## src/rtl/lms_pkg.sv

```systemverilog
// Shared types and helpers for the LMS weight-update sequencer and its datapath.
package lms_pkg;

  localparam int LMS_W_W = 59;
  localparam int LMS_X_W = 16;
  localparam int LMS_E_W = 16;

  // Widest weight the saturating adder supports is SAT_MAX_W-1 bits.
  localparam int SAT_MAX_W = 64;

  typedef enum logic [1:0] {
    IDLE  = 2'd0,
    CLEAR = 2'd1,
    RUN   = 2'd2,
    FLUSH = 2'd3
  } state_t;

  typedef logic signed [SAT_MAX_W:0] sat_word_t;

  typedef struct packed {
    sat_word_t word;
    logic      ovf;
  } sat_res_t;

  // Adds two sign-extended operands and clamps the sum to a signed 'width'-bit range.
  function automatic sat_res_t sat_add(input sat_word_t w, input sat_word_t d, input int width);
    sat_word_t s;
    sat_word_t hi;
    sat_word_t lo;
    sat_res_t  r;
    s     = w + d;
    hi    = (sat_word_t'(1) <<< (width - 1)) - sat_word_t'(1);
    lo    = -hi - sat_word_t'(1);
    r.ovf = 1'b1;
    if (s > hi) begin
      r.word = hi;
    end else if (s < lo) begin
      r.word = lo;
    end else begin
      r.word = s;
      r.ovf  = 1'b0;
    end
    return r;
  endfunction

endpackage

```

## src/rtl/lms_update_datapath.sv

```systemverilog
// Two-stage LMS update pipeline: aligns the read address with RAM data, then
// computes sat(w + (e*x >>> MU_SHIFT)) and registers the weight-RAM write.
module lms_update_datapath
  import lms_pkg::*;
#(
  parameter int ADDR_W   = 9,
  parameter int W_W      = LMS_W_W,
  parameter int X_W      = LMS_X_W,
  parameter int E_W      = LMS_E_W,
  parameter int MU_SHIFT = 12
) (
  input  logic                     clk,
  input  logic                     rst,
  input  logic                     vld_p0,
  input  logic [ADDR_W-1:0]        addr_p0,
  input  logic signed [E_W-1:0]    err,
  input  logic signed [X_W-1:0]    x_rd_data,
  input  logic signed [W_W-1:0]    rd_data,
  input  logic                     clr_wr,
  input  logic [ADDR_W-1:0]        clr_addr,
  output logic                     wr_en,
  output logic [ADDR_W-1:0]        wr_addr,
  output logic signed [W_W-1:0]    wr_data,
  output logic                     sat_hit
);

  logic                        vld_p1;
  logic [ADDR_W-1:0]           addr_p1;
  logic signed [E_W+X_W-1:0]   prod;
  logic signed [W_W:0]         delta;
  sat_res_t                    res;
  logic                        unused_hi;

  // ---- p0 -> p1: address travels with the RAM's one-cycle read latency ----
  always_ff @(posedge clk or posedge rst) begin
    if (rst) begin
      vld_p1 <= 1'b0;
    end else begin
      vld_p1 <= vld_p0;
    end
  end

  always_ff @(posedge clk) begin
    addr_p1 <= addr_p0;
  end

  assign prod  = err * x_rd_data;
  assign delta = (W_W+1)'(prod >>> MU_SHIFT);

  always_comb begin
    res = sat_add(sat_word_t'(rd_data), sat_word_t'(delta), W_W);
  end

  assign unused_hi = ^res.word[SAT_MAX_W:W_W];

  // ---- p1 -> p2: registered write port; a clear-pass zero write takes priority ----
  always_ff @(posedge clk or posedge rst) begin
    if (rst) begin
      wr_en   <= 1'b0;
      wr_addr <= '0;
      wr_data <= '0;
      sat_hit <= 1'b0;
    end else if (clr_wr) begin
      wr_en   <= 1'b1;
      wr_addr <= clr_addr;
      wr_data <= '0;
      sat_hit <= 1'b0;
    end else if (vld_p1) begin
      wr_en   <= 1'b1;
      wr_addr <= addr_p1;
      wr_data <= res.word[W_W-1:0];
      sat_hit <= res.ovf;
    end else begin
      wr_en   <= 1'b0;
      sat_hit <= 1'b0;
    end
  end

endmodule

```

## src/rtl/lms_weight_update_ctrl.sv

```systemverilog
// Sequencer for the LMS weight RAM: one-tap-per-cycle coefficient update pass
// and a zero-fill clear pass, with busy/done handshake and a sticky saturation flag.
module lms_weight_update_ctrl
  import lms_pkg::*;
#(
  parameter int TAPS     = 512,
  parameter int ADDR_W   = 9,
  parameter int W_W      = LMS_W_W,
  parameter int X_W      = LMS_X_W,
  parameter int E_W      = LMS_E_W,
  parameter int MU_SHIFT = 12
) (
  input  logic                  clk,
  input  logic                  rst,
  input  logic                  start,
  input  logic                  clear,
  input  logic signed [E_W-1:0] err,
  output logic                  busy,
  output logic                  done,
  output logic                  sat_flag,
  output logic [ADDR_W-1:0]     rd_addr,
  input  logic signed [W_W-1:0] rd_data,
  input  logic signed [X_W-1:0] x_rd_data,
  output logic [ADDR_W-1:0]     wr_addr,
  output logic signed [W_W-1:0] wr_data,
  output logic                  wr_en
);

  localparam logic [ADDR_W-1:0] LAST = ADDR_W'(TAPS - 1);

  state_t                state;
  state_t                state_nxt;
  logic [ADDR_W-1:0]     rd_addr_nxt;
  logic                  rd_vld;
  logic                  rd_vld_nxt;
  logic                  busy_nxt;
  logic                  done_nxt;
  logic                  err_ld;
  logic                  sat_clr;
  logic                  clr_wr;
  logic [ADDR_W-1:0]     clr_addr;
  logic signed [E_W-1:0] err_q;
  logic                  sat_hit;

  always_comb begin
    state_nxt   = state;
    rd_addr_nxt = rd_addr;
    rd_vld_nxt  = 1'b0;
    busy_nxt    = busy;
    done_nxt    = 1'b0;
    err_ld      = 1'b0;
    sat_clr     = 1'b0;
    clr_wr      = 1'b0;
    clr_addr    = wr_addr + ADDR_W'(1);
    case (state)
      IDLE: begin
        if (clear) begin
          state_nxt = CLEAR;
          busy_nxt  = 1'b1;
          clr_wr    = 1'b1;
          clr_addr  = '0;
        end else if (start) begin
          state_nxt   = RUN;
          busy_nxt    = 1'b1;
          err_ld      = 1'b1;
          sat_clr     = 1'b1;
          rd_addr_nxt = '0;
          rd_vld_nxt  = 1'b1;
        end
      end
      CLEAR: begin
        if (wr_addr == LAST) begin
          state_nxt = IDLE;
          busy_nxt  = 1'b0;
          done_nxt  = 1'b1;
        end else begin
          clr_wr = 1'b1;
        end
      end
      RUN: begin
        if (rd_addr == LAST) begin
          state_nxt = FLUSH;
        end else begin
          rd_addr_nxt = rd_addr + ADDR_W'(1);
          rd_vld_nxt  = 1'b1;
        end
      end
      FLUSH: begin
        // Wait for the final tap's write to be presented to the RAM.
        if (wr_en && (wr_addr == LAST)) begin
          state_nxt = IDLE;
          busy_nxt  = 1'b0;
          done_nxt  = 1'b1;
        end
      end
      default: state_nxt = IDLE;
    endcase
  end

  // ---- control registers; the read address doubles as the p0 stage of the datapath ----
  always_ff @(posedge clk or posedge rst) begin
    if (rst) begin
      state    <= IDLE;
      rd_addr  <= '0;
      rd_vld   <= 1'b0;
      busy     <= 1'b0;
      done     <= 1'b0;
      sat_flag <= 1'b0;
      err_q    <= '0;
    end else begin
      state   <= state_nxt;
      rd_addr <= rd_addr_nxt;
      rd_vld  <= rd_vld_nxt;
      busy    <= busy_nxt;
      done    <= done_nxt;
      if (err_ld) begin
        err_q <= err;
      end
      if (sat_clr) begin
        sat_flag <= 1'b0;
      end else if (sat_hit) begin
        sat_flag <= 1'b1;
      end
    end
  end

  lms_update_datapath #(
    .ADDR_W   (ADDR_W),
    .W_W      (W_W),
    .X_W      (X_W),
    .E_W      (E_W),
    .MU_SHIFT (MU_SHIFT)
  ) u_datapath (
    .clk       (clk),
    .rst       (rst),
    .vld_p0    (rd_vld),
    .addr_p0   (rd_addr),
    .err       (err_q),
    .x_rd_data (x_rd_data),
    .rd_data   (rd_data),
    .clr_wr    (clr_wr),
    .clr_addr  (clr_addr),
    .wr_en     (wr_en),
    .wr_addr   (wr_addr),
    .wr_data   (wr_data),
    .sat_hit   (sat_hit)
  );

endmodule

```

## config.mk

```make
export PLATFORM = sky130hd
export DESIGN_NAME = lms_weight_update_ctrl
export DESIGN_NICKNAME = d
export VERILOG_FILES = /design/src/rtl/lms_pkg.sv /design/src/rtl/lms_update_datapath.sv /design/src/rtl/lms_weight_update_ctrl.sv
export SDC_FILE = /design/constraint.sdc
export NUM_CORES = 1
export LEC_CHECK = 0
export BUFFER_PORTS_ARGS = -buffer_cell sky130_fd_sc_hd__buf_2
export CAP_MARGIN = 25
export CORE_MARGIN = 1
export CORE_UTILIZATION = 41
export CTS_BUF_LIST = sky130_fd_sc_hd__clkbuf_8 sky130_fd_sc_hd__clkbuf_16
export CTS_CLUSTER_DIAMETER = 120
export DETAILED_ROUTE_END_ITERATION = 10
export GPL_TIMING_DRIVEN = 0
export HOLD_SLACK_MARGIN = 0.05
export SETUP_SLACK_MARGIN = 0.3
export SYNTH_ARGS = -nofsm -noshare
export SYNTH_HDL_FRONTEND = slang
export SYNTH_SLANG_ARGS = --single-unit
```

## constraint.sdc

```tcl
create_clock -name clk -period 16.7 [get_ports clk]
set_clock_uncertainty 0.05 [all_clocks]
set_input_delay 2.505 -clock clk [delete_from_list [all_inputs] [get_ports clk]]
set_output_delay 2.505 -clock clk [all_outputs]
set_load 0.02 [all_outputs]
```

---- Word-level counts from Yosys, hierarchy flattened ----
Index checks and enable logic that the tools add are counted.
word-level totals
  register bits after elaboration ......... 111
  bits of input ports ..................... 95
  output and inout port bits .............. 81
  word-level logic and storage cells ...... 82
operators by class
  add/subtract/negate cells ............... 3
  multiply operators ...................... 1
  magnitude comparators ................... 2
  equality and inequality tests ........... 12
  multiplexer cells ....................... 42
  reductions and logical operators ........ 9
operator list
  cell                  count
  $mux 59               4
  $mux 9                7
  $add 59x20->60        1
  $gt 60x59->1 const B  1
  $lt 60x59->1 const B  1
  $mul 16x16->32        1
  $mux 1                20
  $add 9x1->9 const B   2
  $eq 9x9->1 const B    2
  $pmux 9 s2            1
  $ne 2x2->1 const B    6
  $reduce_and 4->1      3
  $mux 2                5
  $pmux 2 s4            1
  $pmux 1 s2            3
  $reduce_bool 2->1     3
  $eq 2x2->1 const B    2
  $ne 3x3->1 const B    1
  $pmux 1 s3            1
  $reduce_bool 3->1     1
  $eq 2x1->1 const B    1
  $logic_not 2->1       1
  $logic_and 1x1->1     1

---- Logic depth before layout (Yosys ltp) ----
Gate-level depths: netlist of run 1.
  word-level depth ........................ 7
  gate-level depth with buffers ........... 39
  mapped depth without buffers ............ 35

---- Hierarchy ----
Synthesis of run 1 repeated with hierarchy kept, for this count alone.
second synthesis, totals
  cell total of the unflattened synthesis .. 2000
  area total of the unflattened synthesis .. 17769.5 sq um
modules (own cells, without submodules)
  module                  times used  cells each  area an instance (sq um)  sequential area each (sq um)
  lms_update_datapath     1           1819        16215.6                   1956.9
  lms_weight_update_ctrl  1           181         1554.0                    775.7

---- Worst setup path after synthesis of run 1 ----
Ideal clock, no wire load.
  kind .................................... input-to-reg
  start point ............................. input port x_rd_data[1]
  end point ............................... register u_datapath.wr_data[36]
  library setup time ...................... 0.126 ns
  arrival time ............................ 12.684 ns
  required time ........................... 16.524 ns
  path slack .............................. 3.839 ns
  stages .................................. 37
  buffers on the path ..................... 4
  cells stage by stage .................... clkbuf_1 > nand2_1 > inv_1 > fa_1 > inv_1 > fa_1 > inv_1 > fa_1 > fa_1 > fa_1 > inv_1 > fa_1 > inv_1 > ha_1 > a21oi_1 > o21bai_1 > a21o_1 > nor3b_1 > a21oi_1 > a311oi_1 > a21oi_1 > o21bai_1 > xnor2_1 > ha_1 > buf_2 > and3_1 > and2_1 > o21ai_0 > a21o_1 > a31oi_1 > a311oi_1 > o41ai_4 > nor3_1 > nor3b_2 > buf_6 > buf_6 > a221o_1
on the way
  longest elaborated chain between the ends .. 7
  elaborated cells between the ends (all ways) .. 8
  classes of those cells .................. add/sub (1); mul (1); order compare (2); mux (4)
ends and longest elaborated chain
  item                  RTL line                      RTL
  start, declared       lms_weight_update_ctrl.sv:23  input logic signed [X_W-1:0] x_rd_data,
  $mul 16x16->32 *      lms_update_datapath.sv:47     assign prod = err * x_rd_data;
  $add 59x20->60 *      lms_pkg.sv:31                 s = w + d;
  $lt 60x59->1          lms_pkg.sv:37                 end else if (s < lo) begin
  $mux 59               lms_pkg.sv:37
  $mux 59 *             lms_pkg.sv:35                 if (s > hi) begin
  $mux 59 *             lms_update_datapath.sv:68     end else if (vld_p1) begin
  $mux 59 *             lms_update_datapath.sv:63     end else if (clr_wr) begin
  end signal, assigned  lms_update_datapath.sv:71     wr_data <= res.word[W_W-1:0];
  end, declared         lms_update_datapath.sv:23     output logic signed [W_W-1:0] wr_data,
Mark *: on every way between the ends. The rest lies on a longest branch, timed or not. The select of a mux whose other input is x is not followed.
A chain may end at the register's enable or synchronous reset.

---- Worst setup path in the final report of run 1 ----
  start point ............................. input port x_rd_data[9]
  end point ............................... register u_datapath.wr_data[9]
Same word-level chain as after synthesis.

==> out/results.txt, run 1 <==
run status: finished, final reports clean
mux contribution to synthesized area: 0.0133
clock slew at reported path FFs: 0.08 ns
CTS Sinks: 111
gpl congestion: 0.912
Critical Path AT: 13.62 ns
min-delay src: rd_vld
setup TNS: 0 ns
routed len/inst: 18.6 microns
Worst Hold Class: flop to flop
Synth Flop Type: dfrtp_1
CTS buffer count: 9
largest net degree at the start of global routing: 60
Worst Tran Pin Value: 0.999 ns
Die Y-Extent: 209 microns
CP Launch Type: primary input
drt first pass iters: 5
Mapped Area: 0.0175 sq mm
Final period util: 0.800
FFs w/ async S/R, synth: 0.919
largest family of logic cells by synthesized area: adder cells
DR DRC count: 0
Post-synth top cells: inv_1 (341), fa_1 (262), nand2_1 (192), ha_1 (148), and2_1 (131)
Synth Area in XOR/XNOR: 0.0421
global route overflow: 0
syn_nets: 2421
Final ANT Viol Nets: 0
layout cells sized above 1: 0.115
Worst Setup SP: x_rd_data[9]
Post-CTS Resized: 0
Critical Path Max Stage Delay: 0.64 ns
Critical R2R Capture: u_datapath.wr_data[9]
post-layout util: 0.463
CP Class: primary input to flop
Synth Register Bits: 111
post-synthesis adder-cell area fraction: 0.406
f_max: 0.0749 GHz
reg2reg setup slack: 5.06 ns
Post-Synth Simple-Gate Area: 0.151
Slew headroom: 0.325
cell area after layout: 0.0194 sq mm
count of cell types in the netlist: 70
Die X: 209 microns
Syn Inst Count: 1916
Synth warnings: 0
area fraction in compound gates after synthesis: 0.138
post-synth top area share: 0.300
CTS tree: built
full die area: 0.0435 sq mm
Ports: 176
Max-Cap Viols: 0
worst skew pair latency: 0.38 ns
largest cells by area after synthesis: fa_1 (30%), dfrtp_1 (15%), ha_1 (11%), inv_1 (7.3%), and2_1 (4.7%)
R2R cell count: 37
CP max-delay cell: o21ai_0
first-pass GRT wire length: 81.5 mm
Fin. Hold Viols: 0
via/cell ratio: 5.35
total track usage: 0.239
hold buffer count at cts: 0
final wirelength: 49.4 mm
root buf cell: clkbuf_16
final net count: 2611
RSZ-0062 raised after global routing: false
Critical Path End: u_datapath.wr_data[9]
start of the worst register-to-register path: err_q[1]
Area Overhead vs Synth: 11.2%
via count: 14200
Crit path required time: 16.96 ns
Post-synth EDFFs: 0
initial antenna violation count: 7
Site Rows: 75
PortBufs: 175
initial core utilization: 0.416
syn_area_per_cell: 9.13 sq um
endpoint class of the critical path: flop
final setup fails: 0
crit path time final: 13.36 ns
most common cell in the netlist: inv_1
detailed placement HPWL: 41.5 mm
DP Area: 0.0191 sq mm
Slew Limit Fails: 0
area leader, netlist: fa_1
critical path peak fanout: 19
Max Buffers Root-to-Sink: 2
H-tree depth: 3
Post-CTS Setup Bufs: 0
critical path's most frequent cell: fa_1
register area share after synthesis: 0.156
Iter 0 DRT Violations: 876
total core area: 0.0420 sq mm
vias in the first global route: 15000
==> state kept, by name, indices dropped and copies added (netlist names), 2 cells and up <==
name	cells
err_q	16
rd_addr	9
state	2
u_datapath.addr_p1	9
u_datapath.wr_addr	9
u_datapath.wr_data	59
==> cell usage in the layout (no fill, tap or decap), types with 34 or more instances in the layout <==
master,n
a21o_1,34
a21oi_1,93
a221o_1,65
and2_1,131
buf_2,181
clkbuf_1,61
dfrtp_1,102
fa_1,262
ha_1,148
inv_1,340
nand2_1,192
nor2_1,81
o21ai_0,52
xnor2_1,54
==> worst min path at each step <==
| stage | to | slack, ns | depth (start not counted) |
|---|---|---|---|
| after floorplan | u_datapath.vld_p1 | 0.28 | 0 |
| after detailed placement | u_datapath.vld_p1 | 0.31 | 0 |
| final | u_datapath.vld_p1 | 0.33 | 0 |
| after global placement | u_datapath.vld_p1 | 0.28 | 0 |
| after global routing | u_datapath.vld_p1 | 0.35 | 0 |
| after CTS | u_datapath.vld_p1 | 0.33 | 0 |
==> per-layer routing <==
layer,vias up,GRT usage,share of wire
li1,6648,-,-
met1,7060,0.321,0.44
met2,424,0.396,0.48
met3,73,0.0426,0.058
met4,4,0.0608,0.024
met5,-,0,0.00051
==> critical path, delay by kind of cell <==
kind	cells	cell delay (ns)
xor gates and xnor gates	1	0.26
buffers and inverters	11	1.99
AOI/OAI and AO/OA	12	3.52
and+or+nand+nor	8	1.53
adders and majority gates	8	3.75
==> per-stage QoR <==
| step | hold WS [ns] | setup WS [ns] | cells |
|---|---|---|---|
| after global placement | 0.283 | 0.632 | 2630 |
| after detailed placement | 0.311 | 2.96 | 2634 |
| final | 0.332 | 3.34 | 2655 |
| after floorplan | 0.281 | 3.84 | 1916 |
| after CTS | 0.331 | 3.35 | 2650 |
| after global routing | 0.346 | 2.69 | 2651 |
==> layout make-up <==
class | instances | area, sq um
fill | 4145 | 22600
inverter | 341 | 1280
buffer | 77 | 360
antenna | 5 | 12.5
multi-input combinational | 1387 | 13100
clock buffer | 11 | 253
sequential | 111 | 2730
clock inverter | 5 | 46.3
tap | 539 | 674
timing repair buffer | 179 | 953
==> cells by family after synthesis <==
| kind of cell | Yosys count |
|---|---|
| adders and majority gates | 410 |
| DFF | 111 |
| and+or+nand+nor | 532 |
| AOI/OAI and AO/OA | 340 |
| muxes | 21 |
| buffers and inverters | 418 |
| xor gates and xnor gates | 84 |
Power of run 1 is not shown: default switching activity piles up to over one toggle a cycle in this logic, so the estimate is an artifact.
==> run 2: changes to the inputs <==
ABC_AREA = 1   (was not set)
clock period = 12.5 ns   (was 16.7 ns; I/O delays follow)
==> out/results.txt, run 2 <==
run status: finished, final reports clean
Final period util: 0.909
CP Class: primary input to flop
global route overflow: 0
count of cell types in the netlist: 44
hold path cells: 0
CTS Sinks: 111
setup TNS: 0 ns
biggest regs: u_datapath.wr_data (59), err_q (16)
DP Area: 0.0213 sq mm
met2 wire length: 27.2 mm
Hold Slack: 0.305 ns
Post-synth EDFFs: 0
Synth warnings: 0
crit path time final: 11.36 ns
Post-CTS Resized: 0
Max-Cap Viols: 0
root buf cell: clkbuf_16
Final ANT Viol Nets: 0
largest family of logic cells by synthesized area: adder cells
cell area after layout: 0.0216 sq mm
clock slew at reported path FFs: 0.08 ns
final wirelength: 62.5 mm
Largest register FFs: 59
Crit path required time: 12.74 ns
first-pass GRT wire length: 100 mm
H-tree depth: 3
post-synthesis adder-cell area fraction: 0.361
ant diodes: 0
mux contribution to synthesized area: 0
via/cell ratio: 5.00
largest cells by area after synthesis: fa_1 (27%), nand2_1 (17%), inv_1 (13%), dfrtp_1 (13%), ha_1 (9.4%)
register area: 0.00273 sq mm
Ports: 176
total core area: 0.0470 sq mm
Die Y-Extent: 221 microns
CTS buffer count: 9
Syn Inst Count: 2826
final net count: 3505
DR DRC count: 0
Iter 0 DRT Violations: 1501
most common cell in the netlist: nand2_1
layout cells sized above 1: 0.0752
Post-synth top cells: nand2_1 (871), inv_1 (686), fa_1 (262), nor2_1 (185), ha_1 (148)
most common cell after layout, fill and taps aside: nand2_1
largest net degree at the start of global routing: 67
Met1 Wirelength: 29.9 mm
Site Rows: 79
routed len/inst: 17.3 microns
Post-CTS Setup Bufs: 0
Area Overhead vs Synth: 9.83%
area fraction in compound gates after synthesis: 0.0691
routed wire length on met3: 4.24 mm
Worst Hold Class: flop to flop
critical path peak fanout: 28
Critical Path AT: 11.60 ns
via count: 18100
endpoint class of the critical path: flop
commonest cells after routing, fill and taps aside: nand2_1 (871), inv_1 (686), fa_1 (262), nor2_1 (185), buf_2 (165)
Synth Flop Type: dfrtp_1
drt first pass iters: 5
total track usage: 0.263
syn_nets: 3331
FFs w/ async S/R, synth: 0.919
initial antenna violation count: 0
most flop-heavy register: u_datapath.wr_data
PortBufs: 161
full die area: 0.0488 sq mm
RSZ-0062 raised after global routing: false
register area share after synthesis: 0.139
Slew headroom: 0.485
worst skew pair latency: 0.36 ns
CP Launch Type: primary input
CTS tree: built
Worst Tran Pin Value: 0.770 ns
CP max-delay cell: fa_1
Die X: 221 microns
Slew Limit Fails: 0
Synth Area in XOR/XNOR: 0.0316
top layer in use: met4
area of the multi-input gates: 0.0140 sq mm
syn_area_per_cell: 6.95 sq um
critical path's most frequent cell: nand2_1
final setup fails: 0
R2R cell count: 36
hold buffer count at cts: 0
area leader, netlist: fa_1
post-synth top area share: 0.267
Max Buffers Root-to-Sink: 2
vias in the first global route: 18100
Fill cells: 4860
Post-Synth Simple-Gate Area: 0.248
f_max: 0.0880 GHz
Fin. Hold Viols: 0
Critical Path Max Stage Delay: 0.79 ns
Synth Register Bits: 111
initial core utilization: 0.419
Mapped Area: 0.0197 sq mm
gpl congestion: 0.931
detailed placement HPWL: 54.2 mm
==> run 2: cell families after synthesis <==
logic type      Yosys count
simple gates           1211
buf+inv                 776
fa+ha+maj               410
compound gates          247
flops                   111
xor+xnor                 71
==> run 2: area by class of cell <==
type,count,area share
buffer,83,0.0168
clock buffer,9,0.0104
clock inverter,7,0.00301
inverter,693,0.121
multi-input combinational,1939,0.647
sequential,111,0.127
tap,607,0.0352
timing repair buffer,163,0.0399
==> run 2: worst paths after layout <==
kind	start	end	slack [ns]
worst max-delay path	x_rd_data[6]	u_datapath.wr_data[56]	1.14
worst min-delay path	rd_vld	u_datapath.vld_p1	0.31
worst max register to register	err_q[15]	u_datapath.wr_data[56]	1.81
worst min register to register	rd_vld	u_datapath.vld_p1	0.31
max in group asynchronous	rst	u_datapath.wr_data[56]	10.20
min in group asynchronous	rst	u_datapath.wr_addr[6]	1.49
==> run 2: metrics by stage <==
step	instances	utilization	worst slack, ns
3_3_place_gp	3594	0.452	-0.984
4_1_cts	3612	0.460	1.36
5_1_grt	3612	0.460	0.686
2_1_floorplan	2826	-	1.61
3_5_place_dp	3596	0.453	0.999
6_report	3612	0.460	1.14
==> run 2: critical path: cells and delay by family <==
kind | cells | cell delay (ns)
AOI/OAI and AO/OA | 6 | 1.55
and+or+nand+nor | 13 | 1.74
xor gates and xnor gates | 1 | 0.55
adders and majority gates | 8 | 4.10
buffers and inverters | 8 | 1.74
==> run 2: per-layer routing <==
layer,up-vias,GRT usage
li1,8689,-
met1,8680,0.395
met3,65,0.0264
met2,633,0.404
met5,-,0
met4,0,0.0620
Power of run 2 is left out for the same reason.
